$ cat config.mk
export PLATFORM = sky130hd
export DESIGN_NAME = fmc_loopback_tester_flat
export DESIGN_NICKNAME = d
export VERILOG_FILES = /design/src/rtl/fmc_test_pkg.sv /design/src/rtl/fmc_loopback_tester_if.sv /design/src/rtl/fmc_pattern_step.sv /design/src/rtl/fmc_loopback_tester.sv /design/src/flat_wrapper.sv
export SDC_FILE = /design/constraint.sdc
export NUM_CORES = 1
export LEC_CHECK = 0
export CORE_MARGIN = 5
export CORE_UTILIZATION = 51
export DETAILED_ROUTE_END_ITERATION = 12
export PLACE_DENSITY = 0.77
export SYNTH_ARGS = -nofsm -noshare
export SYNTH_HDL_FRONTEND = slang
export SYNTH_SLANG_ARGS = --single-unit
$ cat constraint.sdc
create_clock -name clock -period 8.2 [get_ports clock]
set_input_delay 1.64 -clock clock [delete_from_list [all_inputs] [get_ports clock]]
set_output_delay 1.64 -clock clock [all_outputs]
set_load 0.1 [all_outputs]
$ cat src/rtl/fmc_test_pkg.sv
// FMC loopback tester shared types and constants.
// Optional sticky per-pin mask build: FMC_STICKY_MASK_EN.
package fmc_test_pkg;

  typedef enum logic [1:0] {
    FMC_TOGGLE,
    FMC_WALK1,
    FMC_WALK0,
    FMC_PRBS7
  } fmc_mode_e;

  typedef enum logic [1:0] {
    ST_IDLE,
    ST_RUN,
    ST_DONE
  } fmc_state_e;

  localparam int TOGGLE_STEPS = 16;
  localparam int PRBS7_STEPS  = 127;
  localparam logic [6:0] PRBS7_SEED = 7'h01;

  // x^7 + x^6 + 1, shift left, feedback into bit 0
  function automatic logic [6:0] prbs7_next(
    input logic [6:0] s
  );
    return {s[5:0], s[6] ^ s[5]};
  endfunction

endpackage

$ cat src/rtl/fmc_loopback_tester_if.sv
// Control, status and pad bundle of the FMC loopback tester.
// err_mask exists only when FMC_STICKY_MASK_EN is defined.
interface fmc_loopback_tester_if
  import fmc_test_pkg::*;
#(
  parameter int NUM_PINS = 64,
  parameter int ERR_W    = 16,
  parameter int PIN_W    = $clog2(NUM_PINS)
) ();

  logic                start;
  fmc_mode_e           mode;
  logic [NUM_PINS-1:0] tx_pins;
  logic [NUM_PINS-1:0] rx_pins;
  logic                busy;
  logic                done;
  logic                pass;
  logic [ERR_W-1:0]    err_count;
  logic                first_err_valid;
  logic [PIN_W-1:0]    first_err_pin;
`ifdef FMC_STICKY_MASK_EN
  logic [NUM_PINS-1:0] err_mask;
`endif

  modport master (
    input  start, mode, rx_pins,
`ifdef FMC_STICKY_MASK_EN
    output err_mask,
`endif
    output tx_pins, busy, done, pass,
    output err_count,
    output first_err_valid, first_err_pin
  );

  modport slave (
    output start, mode, rx_pins,
`ifdef FMC_STICKY_MASK_EN
    input  err_mask,
`endif
    input  tx_pins, busy, done, pass,
    input  err_count,
    input  first_err_valid, first_err_pin
  );

endinterface

$ cat src/rtl/fmc_pattern_step.sv
// Combinational test pattern for one step of the FMC pin test.
// Pure function of mode, step index and LFSR state.
module fmc_pattern_step
  import fmc_test_pkg::*;
#(
  parameter int NUM_PINS = 64,
  parameter int STEP_W   = 7
) (
  input  fmc_mode_e           mode,
  input  logic [STEP_W-1:0]   step,
  input  logic [6:0]          lfsr,
  output logic [NUM_PINS-1:0] tx
);

  logic [NUM_PINS-1:0] onehot;
  logic [NUM_PINS-1:0] prbs;

  // walking bit and replicated LFSR vectors
  always_comb begin
    onehot = '0;
    prbs   = '0;
    for (int i = 0; i < NUM_PINS; i++) begin
      onehot[i] = (step == STEP_W'(i));
      prbs[i]   = lfsr[i % 7];
    end
  end

  // select pattern by mode
  always_comb begin
    tx = '0;
    unique case (mode)
      FMC_TOGGLE: tx = {NUM_PINS{step[0]}};
      FMC_WALK1:  tx = onehot;
      FMC_WALK0:  tx = ~onehot;
      FMC_PRBS7:  tx = prbs;
      default:    tx = '0;
    endcase
  end

endmodule

$ cat src/rtl/fmc_loopback_tester.sv
// FMC pin loopback tester: stepped pattern out, synced compare in.
// Optional sticky per-pin mask build: FMC_STICKY_MASK_EN.
module fmc_loopback_tester
  import fmc_test_pkg::*;
#(
  parameter int NUM_PINS = 64,
  parameter int DWELL    = 16,
  parameter int ERR_W    = 16,
  parameter int PIN_W    = $clog2(NUM_PINS)
) (
  input logic clock,
  input logic reset_n,
  fmc_loopback_tester_if.master bus
);

  localparam int MAX_STEPS =
    (NUM_PINS > PRBS7_STEPS) ? NUM_PINS : PRBS7_STEPS;
  localparam int STEP_W = $clog2(MAX_STEPS + 1);
  localparam int DW_W   = $clog2(DWELL);
  localparam int CNT_W  = $clog2(NUM_PINS + 1);
  localparam int SUM_W  =
    ((ERR_W > CNT_W) ? ERR_W : CNT_W) + 1;
  localparam logic [ERR_W-1:0] ERR_MAX = '1;

  fmc_state_e          state_q, state_d;
  fmc_mode_e           mode_q, mode_d;
  logic [STEP_W-1:0]   step_q, step_d;
  logic [DW_W-1:0]     dwell_q, dwell_d;
  logic [6:0]          lfsr_q, lfsr_d;
  logic [NUM_PINS-1:0] tx_q, tx_d;
  logic [ERR_W-1:0]    err_q, err_d;
  logic                fev_q, fev_d;
  logic [PIN_W-1:0]    fep_q, fep_d;
  logic [NUM_PINS-1:0] sync1_q, sync2_q;
`ifdef FMC_STICKY_MASK_EN
  logic [NUM_PINS-1:0] mask_q, mask_d;
`endif

  logic                start_ok;
  logic                sample;
  logic                last;
  logic [STEP_W-1:0]   last_step;
  logic [NUM_PINS-1:0] mis;
  logic [CNT_W-1:0]    pop;
  logic [PIN_W-1:0]    low_pin;
  logic [SUM_W-1:0]    sum;

  fmc_mode_e           pat_mode;
  logic [STEP_W-1:0]   pat_step;
  logic [6:0]          pat_lfsr;
  logic [NUM_PINS-1:0] pat_tx;

  fmc_pattern_step #(
    .NUM_PINS (NUM_PINS),
    .STEP_W   (STEP_W)
  ) u_pat (
    .mode (pat_mode),
    .step (pat_step),
    .lfsr (pat_lfsr),
    .tx   (pat_tx)
  );

  // step timing, compare vector and its reductions
  always_comb begin
    start_ok = bus.start && (state_q != ST_RUN);
    sample   = (state_q == ST_RUN) &&
               (dwell_q == DW_W'(DWELL - 1));
    last_step = '0;
    unique case (mode_q)
      FMC_TOGGLE: last_step = STEP_W'(TOGGLE_STEPS - 1);
      FMC_WALK1:  last_step = STEP_W'(NUM_PINS - 1);
      FMC_WALK0:  last_step = STEP_W'(NUM_PINS - 1);
      FMC_PRBS7:  last_step = STEP_W'(PRBS7_STEPS - 1);
      default:    last_step = '0;
    endcase
    last    = (step_q == last_step);
    mis     = sync2_q ^ tx_q;
    pop     = '0;
    low_pin = '0;
    for (int i = 0; i < NUM_PINS; i++) begin
      pop = pop + CNT_W'(mis[i]);
    end
    for (int i = NUM_PINS - 1; i >= 0; i--) begin
      if (mis[i]) low_pin = PIN_W'(i);
    end
    sum = SUM_W'(err_q) + SUM_W'(pop);
  end

  // pattern generator feeds either step 0 or the next step
  always_comb begin
    pat_mode = mode_q;
    pat_step = step_q + STEP_W'(1);
    pat_lfsr = prbs7_next(lfsr_q);
    if (start_ok) begin
      pat_mode = bus.mode;
      pat_step = '0;
      pat_lfsr = PRBS7_SEED;
    end
  end

  // FSM state register
  always_ff @(posedge clock or negedge reset_n) begin
    if (!reset_n) state_q <= ST_IDLE;
    else          state_q <= state_d;
  end

  // FSM next state
  always_comb begin
    state_d = state_q;
    unique case (state_q)
      ST_IDLE: if (bus.start) state_d = ST_RUN;
      ST_RUN:  if (sample && last) state_d = ST_DONE;
      ST_DONE: if (bus.start) state_d = ST_RUN;
      default: state_d = ST_IDLE;
    endcase
  end

  // datapath next values
  always_comb begin
    mode_d  = mode_q;
    step_d  = step_q;
    dwell_d = dwell_q;
    lfsr_d  = lfsr_q;
    tx_d    = tx_q;
    err_d   = err_q;
    fev_d   = fev_q;
    fep_d   = fep_q;
`ifdef FMC_STICKY_MASK_EN
    mask_d  = mask_q;
`endif
    if (start_ok) begin
      mode_d  = bus.mode;
      step_d  = '0;
      dwell_d = '0;
      lfsr_d  = PRBS7_SEED;
      tx_d    = pat_tx;
      err_d   = '0;
      fev_d   = 1'b0;
      fep_d   = '0;
`ifdef FMC_STICKY_MASK_EN
      mask_d  = '0;
`endif
    end else if (state_q == ST_RUN) begin
      dwell_d = sample ? '0 : dwell_q + DW_W'(1);
      if (sample) begin
        err_d = (sum > SUM_W'(ERR_MAX)) ?
                ERR_MAX : sum[ERR_W-1:0];
        if (|mis && !fev_q) begin
          fev_d = 1'b1;
          fep_d = low_pin;
        end
`ifdef FMC_STICKY_MASK_EN
        mask_d = mask_q | mis;
`endif
        if (last) begin
          tx_d = '0;
        end else begin
          step_d = step_q + STEP_W'(1);
          lfsr_d = prbs7_next(lfsr_q);
          tx_d   = pat_tx;
        end
      end
    end
  end

  // datapath registers and rx synchroniser
  always_ff @(posedge clock or negedge reset_n) begin
    if (!reset_n) begin
      mode_q  <= FMC_TOGGLE;
      step_q  <= '0;
      dwell_q <= '0;
      lfsr_q  <= PRBS7_SEED;
      tx_q    <= '0;
      err_q   <= '0;
      fev_q   <= 1'b0;
      fep_q   <= '0;
      sync1_q <= '0;
      sync2_q <= '0;
`ifdef FMC_STICKY_MASK_EN
      mask_q  <= '0;
`endif
    end else begin
      mode_q  <= mode_d;
      step_q  <= step_d;
      dwell_q <= dwell_d;
      lfsr_q  <= lfsr_d;
      tx_q    <= tx_d;
      err_q   <= err_d;
      fev_q   <= fev_d;
      fep_q   <= fep_d;
      sync1_q <= bus.rx_pins;
      sync2_q <= sync1_q;
`ifdef FMC_STICKY_MASK_EN
      mask_q  <= mask_d;
`endif
    end
  end

  // outputs decoded from state and registers
  always_comb begin
    bus.tx_pins         = tx_q;
    bus.busy            = (state_q == ST_RUN);
    bus.done            = (state_q == ST_DONE);
    bus.pass            = (state_q == ST_DONE) &&
                          (err_q == '0);
    bus.err_count       = err_q;
    bus.first_err_valid = fev_q;
    bus.first_err_pin   = fep_q;
`ifdef FMC_STICKY_MASK_EN
    bus.err_mask        = mask_q;
`endif
  end

endmodule

$ cat src/flat_wrapper.sv
// flat-port wrapper written by rule: the top's interface ports become plain ports
module fmc_loopback_tester_flat import fmc_test_pkg::*;
#(
  parameter int NUM_PINS = 64,
  parameter int DWELL    = 16,
  parameter int ERR_W    = 16,
  parameter int PIN_W    = $clog2(NUM_PINS)
)
  (clock, reset_n, bus_start, bus_mode, bus_rx_pins, bus_tx_pins, bus_busy, bus_done, bus_pass, bus_err_count, bus_first_err_valid, bus_first_err_pin);
  fmc_loopback_tester_if #(.NUM_PINS(NUM_PINS), .ERR_W(ERR_W), .PIN_W(PIN_W)) bus_i ();
  input logic clock;
  input logic reset_n;
  input wire logic [$bits(bus_i.start)-1:0] bus_start;
  input wire logic [$bits(bus_i.mode)-1:0] bus_mode;
  input wire logic [$bits(bus_i.rx_pins)-1:0] bus_rx_pins;
  output wire logic [$bits(bus_i.tx_pins)-1:0] bus_tx_pins;
  output wire logic [$bits(bus_i.busy)-1:0] bus_busy;
  output wire logic [$bits(bus_i.done)-1:0] bus_done;
  output wire logic [$bits(bus_i.pass)-1:0] bus_pass;
  output wire logic [$bits(bus_i.err_count)-1:0] bus_err_count;
  output wire logic [$bits(bus_i.first_err_valid)-1:0] bus_first_err_valid;
  output wire logic [$bits(bus_i.first_err_pin)-1:0] bus_first_err_pin;
  assign bus_i.start = bus_start;
  assign bus_i.mode = bus_mode;
  assign bus_i.rx_pins = bus_rx_pins;
  assign bus_tx_pins = bus_i.tx_pins;
  assign bus_busy = bus_i.busy;
  assign bus_done = bus_i.done;
  assign bus_pass = bus_i.pass;
  assign bus_err_count = bus_i.err_count;
  assign bus_first_err_valid = bus_i.first_err_valid;
  assign bus_first_err_pin = bus_i.first_err_pin;
  fmc_loopback_tester #(.NUM_PINS(NUM_PINS), .DWELL(DWELL), .ERR_W(ERR_W), .PIN_W(PIN_W)) u_core (.clock(clock), .reset_n(reset_n), .bus(bus_i));
endmodule
# Yosys cells after proc, flatten, opt, wreduce, memory -nomap -nowiden
# Cells that the tools add are included.
op_classes:
  addsub: 66
  multipliers: 0
  div_mod_pow: 0
  n_lt_le_gt_ge: 1
  n_eq_ne: 77
  n_shift: 0
  mux: 99
  n_bitwise: 3
  n_reduce_logical: 21
ops:
  columns: ["op", "n"]
  rows:
  - ["$add 7x1->7", 62]
  - ["$mux 6", 68]
  - ["$mux 64", 4]
  - ["$pmux 64 s4", 1]
  - ["$eq 7x6->1 const B", 32]
  - ["$eq 7x5->1 const B", 16]
  - ["$mux 7", 10]
  - ["$mux 16", 4]
  - ["$not 64->64", 1]
  - ["$reduce_or 64->1", 1]
  - ["$xor 64x64->64", 1]
  - ["$eq 7x4->1 const B", 8]
  - ["$eq 7x3->1 const B", 4]
  - ["$pmux 7 s3", 1]
  - ["$add 16x7->17", 1]
  - ["$gt 17x16->1 const B", 1]
  - ["$logic_not 16->1", 1]
  - ["$eq 7x2->1 const B", 2]
  - ["$mux 4", 3]
  - ["$eq 2x2->1 const B", 5]
  - ["$ne 2x1->1 const B", 4]
  - ["$add 7x1->7 const B", 1]
  - ["$eq 7x1->1 const B", 1]
  - ["$eq 7x7->1", 1]
  - ["16 further kinds", 34]
totals:
  reg_bits: 237
  latch_bits: 0
  mem_bits_rw: 0
  mem_bits_ro: 0
  out_inout_bits: 90
  wordCells: 278
  mem_count: 0

# Logic depth before layout (Yosys ltp)
logic_depth:
  word_depth: 70
  ltp_mapped: 28
  depth_no_buf: 28

# Cells and area by module
# From an unflattened synthesis, not the netlist that was laid out.
unflattened:
  cells_unflattened: 1140
  area_unflattened_um2: 12575.8
by_module_without_submodules:
  columns: ["module", "instances", "cells_per_inst", "area_per_inst_um2", "seq_area_each_um2"]
  rows:
  - ["fmc_loopback_tester", 1, 856, 10909.2, 5931.9]
  - ["fmc_pattern_step", 1, 284, 1666.6, 0.0]

# Worst setup path after synthesis
# OpenSTA, ideal clock, no wires.
synth_timing:
  path_kind: "register -> register"
  start: "reg u_core.tx_q[42], in the netlist u_core.bus.tx_pins[42]"
  end: "reg u_core.err_q[15], in the netlist u_core.bus.err_count[15]"
  arrival_ns: 8.150
  t_required_ns: 8.080
  slack_ns: -0.069
  stages_incl_launch_ff: 26
  path_cell_list: "dfrtp_1 -> xor2_1 -> inv_1 -> fa_1 -> inv_1 -> fa_1 -> fa_1 -> fa_1 -> fa_1 -> fa_1 -> inv_1 -> fa_1 -> fa_1 -> inv_1 -> fa_1 -> inv_1 -> fa_1 -> inv_1 -> ha_1 -> a21o_1 -> a21oi_1 -> o21ai_0 -> a21o_1 -> a32o_1 -> a31o_2 -> and3_1"
synth_between:
  elab_chain_cells: 29
synth_rtl:
  columns: ["element", "line", "text"]
  rows:
  - ["start, declared", "fmc_loopback_tester.sv:30", "logic [NUM_PINS-1:0] tx_q, tx_d;"]
  - ["start signal, assigned", "fmc_loopback_tester.sv:187", "tx_q <= tx_d;"]
  - ["$xor 64x64->64 (*)", "fmc_loopback_tester.sv:77", "mis = sync2_q ^ tx_q;"]
  - ["$add 7x1->7 (*) (22 in series)", "fmc_loopback_tester.sv:81", "pop = pop + CNT_W'(mis[i]);"]
  - ["$add 16x7->17 (*)", "fmc_loopback_tester.sv:86", "sum = SUM_W'(err_q) + SUM_W'(pop);"]
  - ["$gt 17x16->1", "fmc_loopback_tester.sv:146", "err_d = (sum > SUM_W'(ERR_MAX)) ?"]
  - ["$mux 16 (*)", "fmc_loopback_tester.sv:146", null]
  - ["$mux 16 (*)", "fmc_loopback_tester.sv:145", "if (sample) begin"]
  - ["$mux 16 (*)", "fmc_loopback_tester.sv:143", "end else if (state_q == ST_RUN) begin"]
  - ["$mux 16 (*)", "fmc_loopback_tester.sv:131", "if (start_ok) begin"]
  - ["end signal, assigned", "fmc_loopback_tester.sv:188", "err_q <= err_d;"]
  - ["end, declared", "fmc_loopback_tester.sv:31", "logic [ERR_W-1:0] err_q, err_d;"]
# Every way passes the cells marked *; elsewhere a longest branch is shown, timed or not. The select of a mux whose other input is x is not followed.
# A chain may end at the register's enable or synchronous reset.

# Worst setup path in the final report
layout_timing:
  start: "reg u_core.tx_q[0], in the netlist u_core.bus.tx_pins[0]"
  end: "reg u_core.err_q[1], in the netlist u_core.bus.err_count[1]"
layout_between:
  elab_chain_cells: 70
layout_rtl:
  columns: ["element", "line"]
  rows:
  - ["$xor 64x64->64 (*)", "fmc_loopback_tester.sv:77"]
  - ["$add 1x1->2 (*)", "fmc_loopback_tester.sv:81"]
  - ["$add 7x1->7 (*) (62 in series)", "fmc_loopback_tester.sv:81"]
  - ["$add 16x7->17 (*)", "fmc_loopback_tester.sv:86"]
  - ["$gt 17x16->1", "fmc_loopback_tester.sv:146"]
  - ["$mux 16 (*)", "fmc_loopback_tester.sv:146"]
  - ["$mux 16 (*)", "fmc_loopback_tester.sv:145"]
  - ["$mux 16 (*)", "fmc_loopback_tester.sv:143"]
  - ["$mux 16 (*)", "fmc_loopback_tester.sv:131"]
# Marked as above.

==> out/metrics.cfg <==
[sta]
finalHoldViolations = 0
fin_crit_ns = 8.00
finalSetupViolCount = 0
finalMaxSlewViolations = 0
hold-worst-slack_ns = 0.341
finClkSkew_ns = 0.0237
tightestPinTransition_ns = 1.08
slew_headroom_pct = 27.9
fin_crit_sh_pct = 97.5
max_freq_mhz = 125

[cts]
cts.htree.levels = 1
cts_buffers = 24
clockBufferDepth = 3
ctsHoldBuffers = 0
clkTransAtPathRegs_ns = 0.07
numClockSinks = 237
clk_latency_ns = 0.54
cts_tree = built
root_buffer = clkbuf_16

[route]
wl_mm = 34.7
firstDrtPassIters = 5
wl_per_cell_um = 21.7
drt_iter0_markers = 1177
antenna_left = 0
num_vias = 9358
drc = 0
vias_per_cell = 5.85

[worst_setup_path]
reg2reg_from = u_core.bus.tx_pins[0]
end_kind = register
rr_endpoint = u_core.bus.err_count[1]
path_common_cell = fa_1
cp.arrival_ns = 8.44
cp_slowest_cell = fa_1
r2r_slack_ns = 0.20
critPathMaxFanout = 4
worst-r2r-cell-count = 27
slowest_delay_ns = 0.55
cp_top_family = adder cells
cp_num_buf_inv = 7
startpoint_type = register
critical_path_class = reg2reg
cp_data_required_time_ns = 8.64
worst-path-stages = 27

[synthesis]
syn_area_um2 = 12400
synth_top_area_share_pct = 47.6
synth-main-ff-cell = dfrtp_1
synth_top_cell_by_area = dfrtp_1
postSynthAreaPerCell_um2 = 11.3
synth_seq_cells = 237
synth_cell_types = 77
synth_commonest_cells = dfrtp_1, nor2_1, inv_1, mux2i_1, a221o_1
yosys-top-cells-area = dfrtp_1, fa_1, mux2i_1
seq_area_frac_synth_pct = 47.8
async_flop_share_pct = 100
synth_edf_count = 0
synthCells = 1103
synth.net_count = 1253
yosys_warnings = 0
yosysMostFrequentCell = dfrtp_1

[flow_run]
drv_cap = 0

[global_routing]
overflow = 0
grt_pass1_vias = 9281
grt_max_degree = 91
grt_antenna_before_repair = 0
track_usage_pct = 24.8
grt_pass1_wl_mm = 54.4

[hold_path]
hold_class = reg2reg
hp-start = u_core.sync1_q[60]
hold_end = u_core.sync2_q[60]
hold-path-cell-count = 0

[die]
fp.dieW_um = 166
core_um2 = 24200
fp.dieH_um = 166
die_area_um2 = 27600
num_io_pins = 159
rows = 57
initial_core_util_pct = 51.3

[final_layout]
n_antenna_cell = 0
areaGrowthSynthToFinish_pct = 23.9
fillers = 1896
fin_area_um2 = 15400
drive_gt1_share_pct = 10.1
nNetsFinal = 1408

[placed_design]
dp_hpwl_mm = 24.9
place_congestion = 0.982
place_area_um2 = 14300
numPortBuffers = 158

[status]
status = completed

## cell usage in the layout (no fill, tap or decap), types with 5 or more instances in the layout
cell               n
clkdlybuf4s50_1  157
and3_1             9
o211ai_1          12
xor2_2            11
o21bai_1           7
nand3_1           17
a21o_1             7
clkinv_2           5
xnor2_1           22
o21ai_0           26
nor4_1            14
nor2b_1            5
nor3_1            16
buf_4             20
a31oi_1           12
inv_1             96
nand2_1           58
nand2b_1           7
a21oi_2            9
a21oi_1           33
dfrtp_1          227
mux2i_1           67
o21a_1             9
nand4_1            9
o31ai_1            6
dfrtp_2            9
ha_1              28
clkbuf_1           8
clkbuf_16         24
nor2_1            97
a221o_1           63
and2_1             8
xor2_1            41
fa_1              49
## stage by stage
step / worst slack [ns] / TNS, ns / cells / util, %
after detailed placement: 0.0568 / 0 / 1550 / 59.3
after floorplan: 0.0170 / 0 / 1103 / -
after global routing: -0.0327 / -0.142 / 1600 / 63.6
final: 0.204 / 0 / 1600 / 63.6
after CTS: 0.0413 / 0 / 1594 / 62.6
after global placement: 0.200 / 0 / 1550 / 59.3
## registers in the layout, summed over array words and instances, names as in the netlist, 4 cells and up
name	flops
u_core.sync2_q	64
u_core.bus.err_count	16
u_core.lfsr_q	7
u_core.step_q	7
u_core.dwell_q	4
u_core.bus.tx_pins	64
u_core.sync1_q	64
u_core.bus.first_err_pin	6
## cell type report
cell class / count / area, µm² / area share [%]
clock buffers: 33 / 644 / 4.19
clock inverters: 11 / 149 / 0.969
inverters: 99 / 372 / 2.42
multi-input cells: 718 / 6120 / 39.8
flip-flops and latches: 237 / 5940 / 38.7
well taps: 324 / 405 / 2.64
repair buffers: 178 / 1740 / 11.3
## worst max-delay path by stage
| stage | from | endpoint | slack [ns] |
|---|---|---|---|
| global placement | u_core.bus.tx_pins[22] | u_core.bus.err_count[15] | 0.20 |
| floorplan | u_core.bus.tx_pins[16] | u_core.bus.err_count[15] | 0.02 |
| global route | u_core.bus.tx_pins[0] | u_core.bus.err_count[5] | -0.03 |
| detailed placement | u_core.bus.tx_pins[22] | u_core.bus.err_count[12] | 0.06 |
| CTS | u_core.bus.tx_pins[22] | u_core.bus.err_count[12] | 0.04 |
| finish | u_core.bus.tx_pins[0] | u_core.bus.err_count[1] | 0.20 |
## metal layers
layer	GRT usage, %	part of all wire [%]	wire (µm)
met5	0	0	0
met2	37.6	45	15800
met4	9.18	4.2	1470
met3	4.98	8.6	2980
met1	35.6	42	14500
## kinds of logic (layout without fill, tap and decap cells)
logic type | after synthesis | count (layout) | synth area share, %
AND/OR/NAND/NOR | 267 | 267 | 10.7
flip-flops | 237 | 237 | 47.8
adder cells (fa/ha/maj) | 81 | 81 | 11.4
AO/OA/AOI/OAI | 219 | 219 | 13.9
multiplexers | 71 | 71 | 5.78
buffers and inverters | 148 | 321 | 4.72
XOR/XNOR | 80 | 80 | 5.77
## worst register-to-register path: cells and delay by family (launching register included)
family / cells / cell delay, ns
adder cells (fa/ha/maj): 12 / 5.45
AO/OA/AOI/OAI: 5 / 0.83
buffers and inverters: 7 / 0.72
flip-flops: 1 / 0.44
XOR/XNOR: 2 / 0.35
AND/OR/NAND/NOR: 1 / 0.12
## repair_timing
| item | CTS | global route |
|---|---|---|
| setup endpoints to repair | 0 | 14 |
| resized for setup | 0 | 32 |
| buffers inserted | 0 | 6 |
Power is left out: the tool's default activity adds up to more than one toggle a clock period on the data nets, which glitch-free logic cannot reach.
